## config.mk

```make
export PLATFORM = sky130hd
export DESIGN_NAME = wavetable_reader
export DESIGN_NICKNAME = d
export VERILOG_FILES = /design/src/rtl/wavetable_reader_pkg.sv /design/src/rtl/wavetable_reader_sample_scaler.sv /design/src/rtl/wavetable_reader.sv
export SDC_FILE = /design/constraint.sdc
export NUM_CORES = 1
export LEC_CHECK = 0
export CAP_MARGIN = 10
export CORE_UTILIZATION = 35
export DETAILED_ROUTE_END_ITERATION = 12
export HOLD_SLACK_MARGIN = 0.08
export PLACE_DENSITY = 0.58
export SLEW_MARGIN = 20
export SYNTH_ARGS = -nofsm -noshare
export SYNTH_HDL_FRONTEND = slang
export SYNTH_SLANG_ARGS = --single-unit
```

## constraint.sdc

```tcl
create_clock -name clk -period 16.8 [get_ports clk]
set_clock_uncertainty 0.1 [all_clocks]
set_input_delay 1.68 -clock clk [delete_from_list [all_inputs] [get_ports clk]]
set_output_delay 1.68 -clock clk [all_outputs]
set_load 0.1 [all_outputs]
```

## src/rtl/wavetable_reader_pkg.sv

```systemverilog
// Shared organ-synth constants: sample period, table geometry, mute code and
// the reader FSM state encoding, so the NCO, reader and mixer agree.
package wavetable_reader_pkg;

   localparam int DIV        = 1024;
   localparam int ADDR_W     = 12;
   localparam int DATA_W     = 16;
   localparam int GAIN_W     = 8;
   localparam int ROM_LAT    = 1;
   localparam int UNITY_GAIN = 128;
   localparam int GAIN_SHIFT = $clog2(UNITY_GAIN);

   localparam logic [ADDR_W-1:0] MUTE_ADDR = 12'hC00;

   typedef enum logic [2:0] {
      ST_IDLE,
      ST_FETCH,
      ST_WAIT,
      ST_SCALE,
      ST_OUT
   } state_t;

endpackage

```

## src/rtl/wavetable_reader_sample_scaler.sv

```systemverilog
// Signed sample times unsigned gain (UNITY_GAIN = 1.0), floor-shifted back to
// sample scale and saturated to the signed DATA_W range. Purely combinational.
module wavetable_reader_sample_scaler
   import wavetable_reader_pkg::*;
(
   input  logic [DATA_W-1:0] data,
   input  logic [GAIN_W-1:0] gain,
   output logic [DATA_W-1:0] scaled
);

   localparam int PW = DATA_W + GAIN_W + 1;
   localparam logic signed [PW-1:0] MAX_V = PW'(2**(DATA_W-1) - 1);
   localparam logic signed [PW-1:0] MIN_V = PW'(-(2**(DATA_W-1)));

   logic signed [PW-1:0] d_ext;
   logic signed [PW-1:0] g_ext;
   logic signed [PW-1:0] prod;
   logic signed [PW-1:0] shr;

   always_comb begin
      d_ext = PW'($signed(data));
      // gain is unsigned: zero-extend so 255 never reads as negative
      g_ext = PW'({1'b0, gain});
      prod  = d_ext * g_ext;
      shr   = prod >>> GAIN_SHIFT;
      if (shr > MAX_V)
         scaled = MAX_V[DATA_W-1:0];
      else if (shr < MIN_V)
         scaled = MIN_V[DATA_W-1:0];
      else
         scaled = shr[DATA_W-1:0];
   end

endmodule

```

## src/rtl/wavetable_reader.sv

```systemverilog
// Wavetable reader: once per sample period fetch the table word at the NCO
// address, scale by the voice gain and hand it downstream over valid/ready.
module wavetable_reader
   import wavetable_reader_pkg::*;
(
   input  logic              clk,
   input  logic              rst,
   input  logic [ADDR_W-1:0] addr,
   input  logic [GAIN_W-1:0] gain,
   output logic [ADDR_W-1:0] rom_addr,
   output logic              rom_en,
   input  logic [DATA_W-1:0] rom_data,
   output logic [DATA_W-1:0] sample,
   output logic              sample_valid,
   input  logic              sample_ready,
   output logic              overrun,
   input  logic              clr_overrun
);

   localparam int CNT_W    = $clog2(DIV);
   localparam int WAIT_CYC = ROM_LAT - 1;
   localparam int WCNT_W   = (WAIT_CYC > 1) ? $clog2(WAIT_CYC) : 1;

   logic [CNT_W-1:0]  div_cnt;
   logic              tick;
   logic              drop;
   state_t            state;
   logic [GAIN_W-1:0] g_q;
   logic [WCNT_W-1:0] wait_cnt;
   logic [DATA_W-1:0] scaled;

   assign tick = (div_cnt == CNT_W'(DIV - 1));
   assign drop = tick && (state != ST_IDLE);

   always_ff @(posedge clk) begin
      if (!rst)
         div_cnt <= '0;
      else if (tick)
         div_cnt <= '0;
      else
         div_cnt <= div_cnt + CNT_W'(1);
   end

   // a drop in the same cycle as a clear must leave the flag set
   always_ff @(posedge clk) begin
      if (!rst)
         overrun <= 1'b0;
      else if (drop)
         overrun <= 1'b1;
      else if (clr_overrun)
         overrun <= 1'b0;
   end

   wavetable_reader_sample_scaler u_sample_scaler (
      .data   (rom_data),
      .gain   (g_q),
      .scaled (scaled)
   );

   // rom_addr doubles as the latched table address for the fetch
   always_ff @(posedge clk) begin
      if (!rst) begin
         state        <= ST_IDLE;
         rom_addr     <= '0;
         rom_en       <= 1'b0;
         g_q          <= '0;
         wait_cnt     <= '0;
         sample       <= '0;
         sample_valid <= 1'b0;
      end else begin
         rom_en <= 1'b0;
         case (state)
            ST_IDLE: begin
               if (tick) begin
                  g_q <= gain;
                  if (addr == MUTE_ADDR) begin
                     sample       <= '0;
                     sample_valid <= 1'b1;
                     state        <= ST_OUT;
                  end else begin
                     rom_addr <= addr;
                     rom_en   <= 1'b1;
                     state    <= ST_FETCH;
                  end
               end
            end
            ST_FETCH: begin
               wait_cnt <= '0;
               state    <= (WAIT_CYC == 0) ? ST_SCALE : ST_WAIT;
            end
            ST_WAIT: begin
               wait_cnt <= wait_cnt + WCNT_W'(1);
               if (wait_cnt == WCNT_W'(WAIT_CYC - 1))
                  state <= ST_SCALE;
            end
            // rom_data is valid in this cycle and is consumed directly
            ST_SCALE: begin
               sample       <= scaled;
               sample_valid <= 1'b1;
               state        <= ST_OUT;
            end
            ST_OUT: begin
               if (sample_ready) begin
                  sample_valid <= 1'b0;
                  state        <= ST_IDLE;
               end
            end
            default: state <= ST_IDLE;
         endcase
      end
   end

endmodule
```

# Word level (Yosys, flattened, before mapping)
# Cells that the tools add are included.
[op_classes] magnitude_cmp=2 multipliers=1 bitwise_logic=2 muxes=18 n_reduce_logical=14 n_eq_ne=10 n_addsub=2
[op_table] cell="16-bit two-way mux" n=4
[op_table] cell="16-bit case mux with 2 select lines" n=1
[op_table] cell="16-bit by 9-bit multiplier with 25-bit output" n=1
[op_table] cell="18-bit by 16-bit greater-than comparator with 1-bit output, second input constant" n=1
[op_table] cell="18-bit by 16-bit < comparator with 1-bit output, second input constant" n=1
[op_table] cell="3-bit case mux with 5 select lines" n=1
[op_table] cell="12-bit equality test, second input constant" n=1
[op_table] cell="3-bit two-way mux" n=4
[op_table] cell="3-bit AND reduction" n=4
[op_table] cell="10-bit by 1-bit adder with 10-bit output, second input constant" n=1
[op_table] cell="10-bit equality test, second input constant" n=1
[op_table] cell="2-bit != test, second input constant" n=4
[op_table] cell="3-bit by 2-bit equality test with 1-bit output, second input constant" n=2
[op_table] cell="1-bit two-way mux" n=6
[op_table] cell="2-bit nonzero test" n=3
[op_table] cell="3-bit nonzero test" n=2
[op_table] cell="4-bit AND reduction" n=1
[op_table] cell="3-bit by 1-bit equality test with 1-bit output, second input constant" n=1
[op_table] cell="3-bit equality test, second input constant" n=1
[op_table] cell="3-bit zero test" n=1
[op_table] cell="1-bit case mux with 3 select lines" n=1
[op_table] cell="1-bit NOT" n=2
[op_table] cell="1-bit case mux with 2 select lines" n=1
[op_table] cell="2-bit AND reduction" n=1
[op_table] cell="3 further kinds" n=3
[totals] input_bits=40 elab_cells=58 output_inout_bits=31 ff_bits=53

# Longest topological paths before layout
[depth] ltp_word=5 mapped_depth=22 ltp_nobuf=19

# Modules after synthesis
# A second synthesis with hierarchy kept.
[hier_totals] cells_unflattened=792 area_unflattened_um2=6784.0
[by_module_without_submodules] module="wavetable_reader_sample_scaler" area_per_inst_um2=4692.0 instances=1 seq_area_each_um2=0.0 cells_each=552
[by_module_without_submodules] module="wavetable_reader" area_per_inst_um2=2092.0 instances=1 seq_area_each_um2=1061.0 cells_each=240

# Worst setup path after synthesis
# Ideal clock, no wire load.
[synth_timing] path_kind="input port to flip-flop" startpoint="input port rom_data[15]" endpoint="register sample[14]" cell_stages=19 arrival_time_ns=6.438 n_path_buf=1 required_ns=16.609 path_slack_ns=10.170 setup_time_ns=0.091 cell_sequence="and2_1 -> fa_1 -> inv_1 -> fa_1 -> inv_1 -> fa_1 -> inv_1 -> fa_1 -> inv_1 -> ha_1 -> a21oi_1 -> o21ai_1 -> o22a_1 -> nor4b_1 -> o21ai_0 -> and2_4 -> nand2b_4 -> buf_6 -> a311oi_1"
[synth_via] elab_chain_len=5 elab_cells_between_ends=6 classes_between="1 x mul; 2 x order compare; 3 x mux"
[synth_lines] item="start, declared" line_no="wavetable_reader.sv:12" rtl="input logic [DATA_W-1:0] rom_data,"
[synth_lines] item="16-bit by 9-bit multiplier with 25-bit output (*)" line_no="wavetable_reader_sample_scaler.sv:24" rtl="prod = d_ext * g_ext;"
[synth_lines] item="18-bit by 16-bit < comparator with 1-bit output" line_no="wavetable_reader_sample_scaler.sv:28" rtl="else if (shr < MIN_V)"
[synth_lines] item="16-bit two-way mux" line_no="wavetable_reader_sample_scaler.sv:28"
[synth_lines] item="16-bit two-way mux (*)" line_no="wavetable_reader_sample_scaler.sv:26" rtl="if (shr > MAX_V)"
[synth_lines] item="16-bit case mux with 2 select lines (*)" line_no="wavetable_reader.sv:72" rtl="case (state)"
[synth_lines] item="end signal, assigned" line_no="wavetable_reader.sv:98" rtl="sample <= scaled;"
[synth_lines] item="end, declared" line_no="wavetable_reader.sv:13" rtl="output logic [DATA_W-1:0] sample,"
# Mark *: on every way between the ends. The rest lies on a longest branch, timed or not.
# A chain may end at the register's enable or synchronous reset.

# Worst setup path in the final report
[layout_timing] startpoint="input port rom_data[15]" endpoint="register sample[13]"
# The elaborated chain is that of the path after synthesis.

==> out/qor.txt <==
Run status = completed
Vias per inst = 4.765
Register area share after synthesis = 15.33%
DR iter-0 viols = 185
Initial antenna violation count = 0
Yosys reg bits = 53
Die ar. = 20350 sq um
PostCTS Resize Cnt = 0
IO Pins = 71
Core Box Area = 19400 sq um
CP required = 16.90 ns
CTS Buf Count = 5
Vias in the first global route = 5524
Post-Route Setup TNS = 0 ns
CTS Sinks = 53
Global-route wire length before repair = 26250 um
Synth unique cells = 63
DRC = 0
DR vias = 5280
Synth area leaders = fa_1 29%, dfxtp_1 15%, ha_1 8.5%, inv_1 8.1%, and2_1 6.1%
Count of pins over their slew limit = 0
Final ANT Viol Nets = 0
IO Port Bufs = 70
Worst setup SP type = input pin
Longest Clk Path Bufs = 2
Worst slew pin tran = 1.047 ns
Routed wire per std cell = 13.44 um
Nets = 1030
Async SR Flop Fraction = 0%
Fraction of layout cells with a size suffix above 1 = 4.508%
Area leader, netlist = fa_1
Period utilization = 43.41%
Share of the synthesized area in the top cell type = 29.21%
Syn nets = 981
Fill cells = 1988
CTS tree = built
Final hold vios = 0
Pwr/cell area = 30.83 nW/um^2
Peak Freq = 137.1 MHz
CP Class = input pin to flip-flop
Diodes inserted = 0
VDD IR max = 0.03941 mV
Slew margin rel. = 29.96%
Synth Area per Inst = 8.730 sq um
Crit path DAT = 7.39 ns
Die height = 142.6 um
RSZ-0062 raised after global routing = false
# hold bufs at CTS = 0
Total track usage = 15.95%
Post-layout minimum cycle time = 7.293 ns
Ys flop type = dfxtp_1
Synth Cell Area = 6923 sq um
P_leak = 3.900 nW
Total Routed Length = 14890 um
Routability Congestion = 0.8312
Largest net degree at the start of global routing = 47
P&R area growth vs syn = 15.22%
Crit. End Element = flip-flop
Syn Inst Count = 793
Dpl hpwl = 12130 um
Critical Path Fanout Max = 15
Fin area = 7976 sq um
Yosys warns = 0
H-tree depth = 2
Hold crit path type = flip-flop to flip-flop
Post-synth EDFFs = 0
Clk_lat worst skew = 0.29 ns
Final Setup Violations = 0
Max cap viols = 0
Initial core utilization = 35.69%
Placed cell areas = 7830 sq um
Root buffer cell = clkbuf_16
Clock transition at path regs = 0.07 ns
Die width = 142.6 um
Site row count = 51
Pre-Repair DR Iteration Count = 4
Setup bufs post-CTS = 0
Remaining global-route overflow = 0
[worst max-delay path, cell delays in order]
cell             delay [ns]
clkdlybuf4s50_1        0.51
and2_1                 0.26
fa_1                   0.56
inv_1                  0.16
fa_1                   0.63
inv_1                  0.12
fa_1                   0.54
inv_1                  0.05
fa_1                   0.52
inv_1                  0.04
ha_1                   0.36
a21oi_1                0.18
nand2_1                0.07
a21oi_1                0.23
and4_4                 0.26
nor3b_1                0.08
o311ai_4               0.59
o21ai_0                0.25
a311oi_2               0.30
[kinds of logic after synthesis]
logic type | after synthesis | synth area share (%)
AOI/OAI and AO/OA | 95 | 10.39
xor gates and xnor gates | 27 | 3.416
adders and majority gates | 148 | 37.70
buffers and inverters | 180 | 10.10
DFF | 53 | 15.33
muxes | 22 | 3.181
and+or+nand+nor | 268 | 19.88
[synthesized netlist by cell type (3+ instances only)]
cell	number
a21o_1	8
a21oi_1	37
a311oi_1	5
a311oi_2	10
and2_1	68
and2_2	5
and3_1	5
buf_2	6
clkbuf_1	18
dfxtp_1	53
fa_1	101
ha_1	47
inv_1	150
mux2i_1	22
nand2_1	96
nand2b_1	5
nand3_1	11
nand4_1	3
nor2_1	48
nor3_1	5
nor4b_1	4
o21ai_0	11
xnor2_1	16
xor2_1	11
[per-layer routing]
metal,wire length [um],vias up,track usage [%]
met5,0,-,0
met4,82,0,2.094
met3,473,5,1.341
met2,7390,82,29.64
met1,6939,2596,20.46
li1,-,2597,-
[per-stage QoR]
stage / setup WS (ns) / hold slack (ns) / total power (W) / util [%] / std cells
2_1_floorplan: 10.17 / 0.3299 / 0.0001326 / - / 793
3_3_place_gp: 9.303 / 0.3465 / 0.0001470 / 40.36 / 1100
3_5_place_dp: 9.178 / 0.3550 / 0.0001469 / 40.36 / 1100
4_1_cts: 9.481 / 0.3717 / 0.0002494 / 41.12 / 1108
5_1_grt: 8.894 / 0.3921 / 0.0002558 / 41.12 / 1108
6_report: 9.507 / 0.3669 / 0.0002459 / 41.12 / 1108
[layout by cell type (no fill, tap or decap), types with 2 or more instances in the layout]
cell type	synthesis	layout
inv_1	150	150
o21bai_1	2	2
mux2i_1	22	22
clkbuf_16	0	5
o21ai_0	11	11
and3_1	5	5
xor2_1	11	11
ha_1	47	47
a311oi_1	5	5
a311oi_2	10	10
and2_1	68	68
nand3b_1	2	2
dfxtp_1	53	53
a21o_1	8	8
and4_1	2	2
xnor2_1	16	16
a21oi_1	37	37
nand2_1	96	96
o21ai_1	2	2
clkdlybuf4s50_1	0	70
nand3_1	11	11
fa_1	101	101
o22a_1	2	2
nor3_1	5	5
o41ai_1	2	2
nor2_1	48	48
nand2b_1	5	5
nor4b_1	4	4
a22oi_1	2	2
nand4_1	3	3
and2_2	5	5
[flip-flops by register name, indices dropped and copies added, names as in the netlist]
register,cells
rom_addr,12
rom_en,1
sample,16
div_cnt,10
wait_cnt,1
sample_valid,1
g_q,8
state,3
overrun,1
[cell type report]
cell class / count / area [sq um] / share of cell area, %
well taps: 265 / 331.6 / 4.157
inverters: 151 / 566.8 / 7.106
clock buffers: 5 / 125.1 / 1.569
clock inverters: 3 / 21.27 / 0.2667
flip-flops and latches: 53 / 1061 / 13.30
multi-input cells: 560 / 5162 / 64.72
repair buffers: 71 / 708.2 / 8.878
[final timing paths]
path	start	endpoint	slack, ns	depth (start not counted)
worst max-delay path	rom_data[15]	sample[13]	9.51	19
worst min-delay path	div_cnt[0]	div_cnt[0]	0.37	1
worst max register to register	g_q[0]	sample[13]	10.70	17
worst min register to register	div_cnt[0]	div_cnt[0]	0.37	1
[power by group]
group / switching (W) / leakage (nW) / internal (W) / total, W
Combinational: 0.00000834 / 3.40 / 0.00000900 / 0.0000173
Sequential: 0.000000532 / 0.427 / 0.000126 / 0.000127
Clock: 0.0000464 / 0.0702 / 0.0000555 / 0.000102
Total: 0.0000552 / 3.90 / 0.000191 / 0.000246
Power figures use the tool's default switching activity.
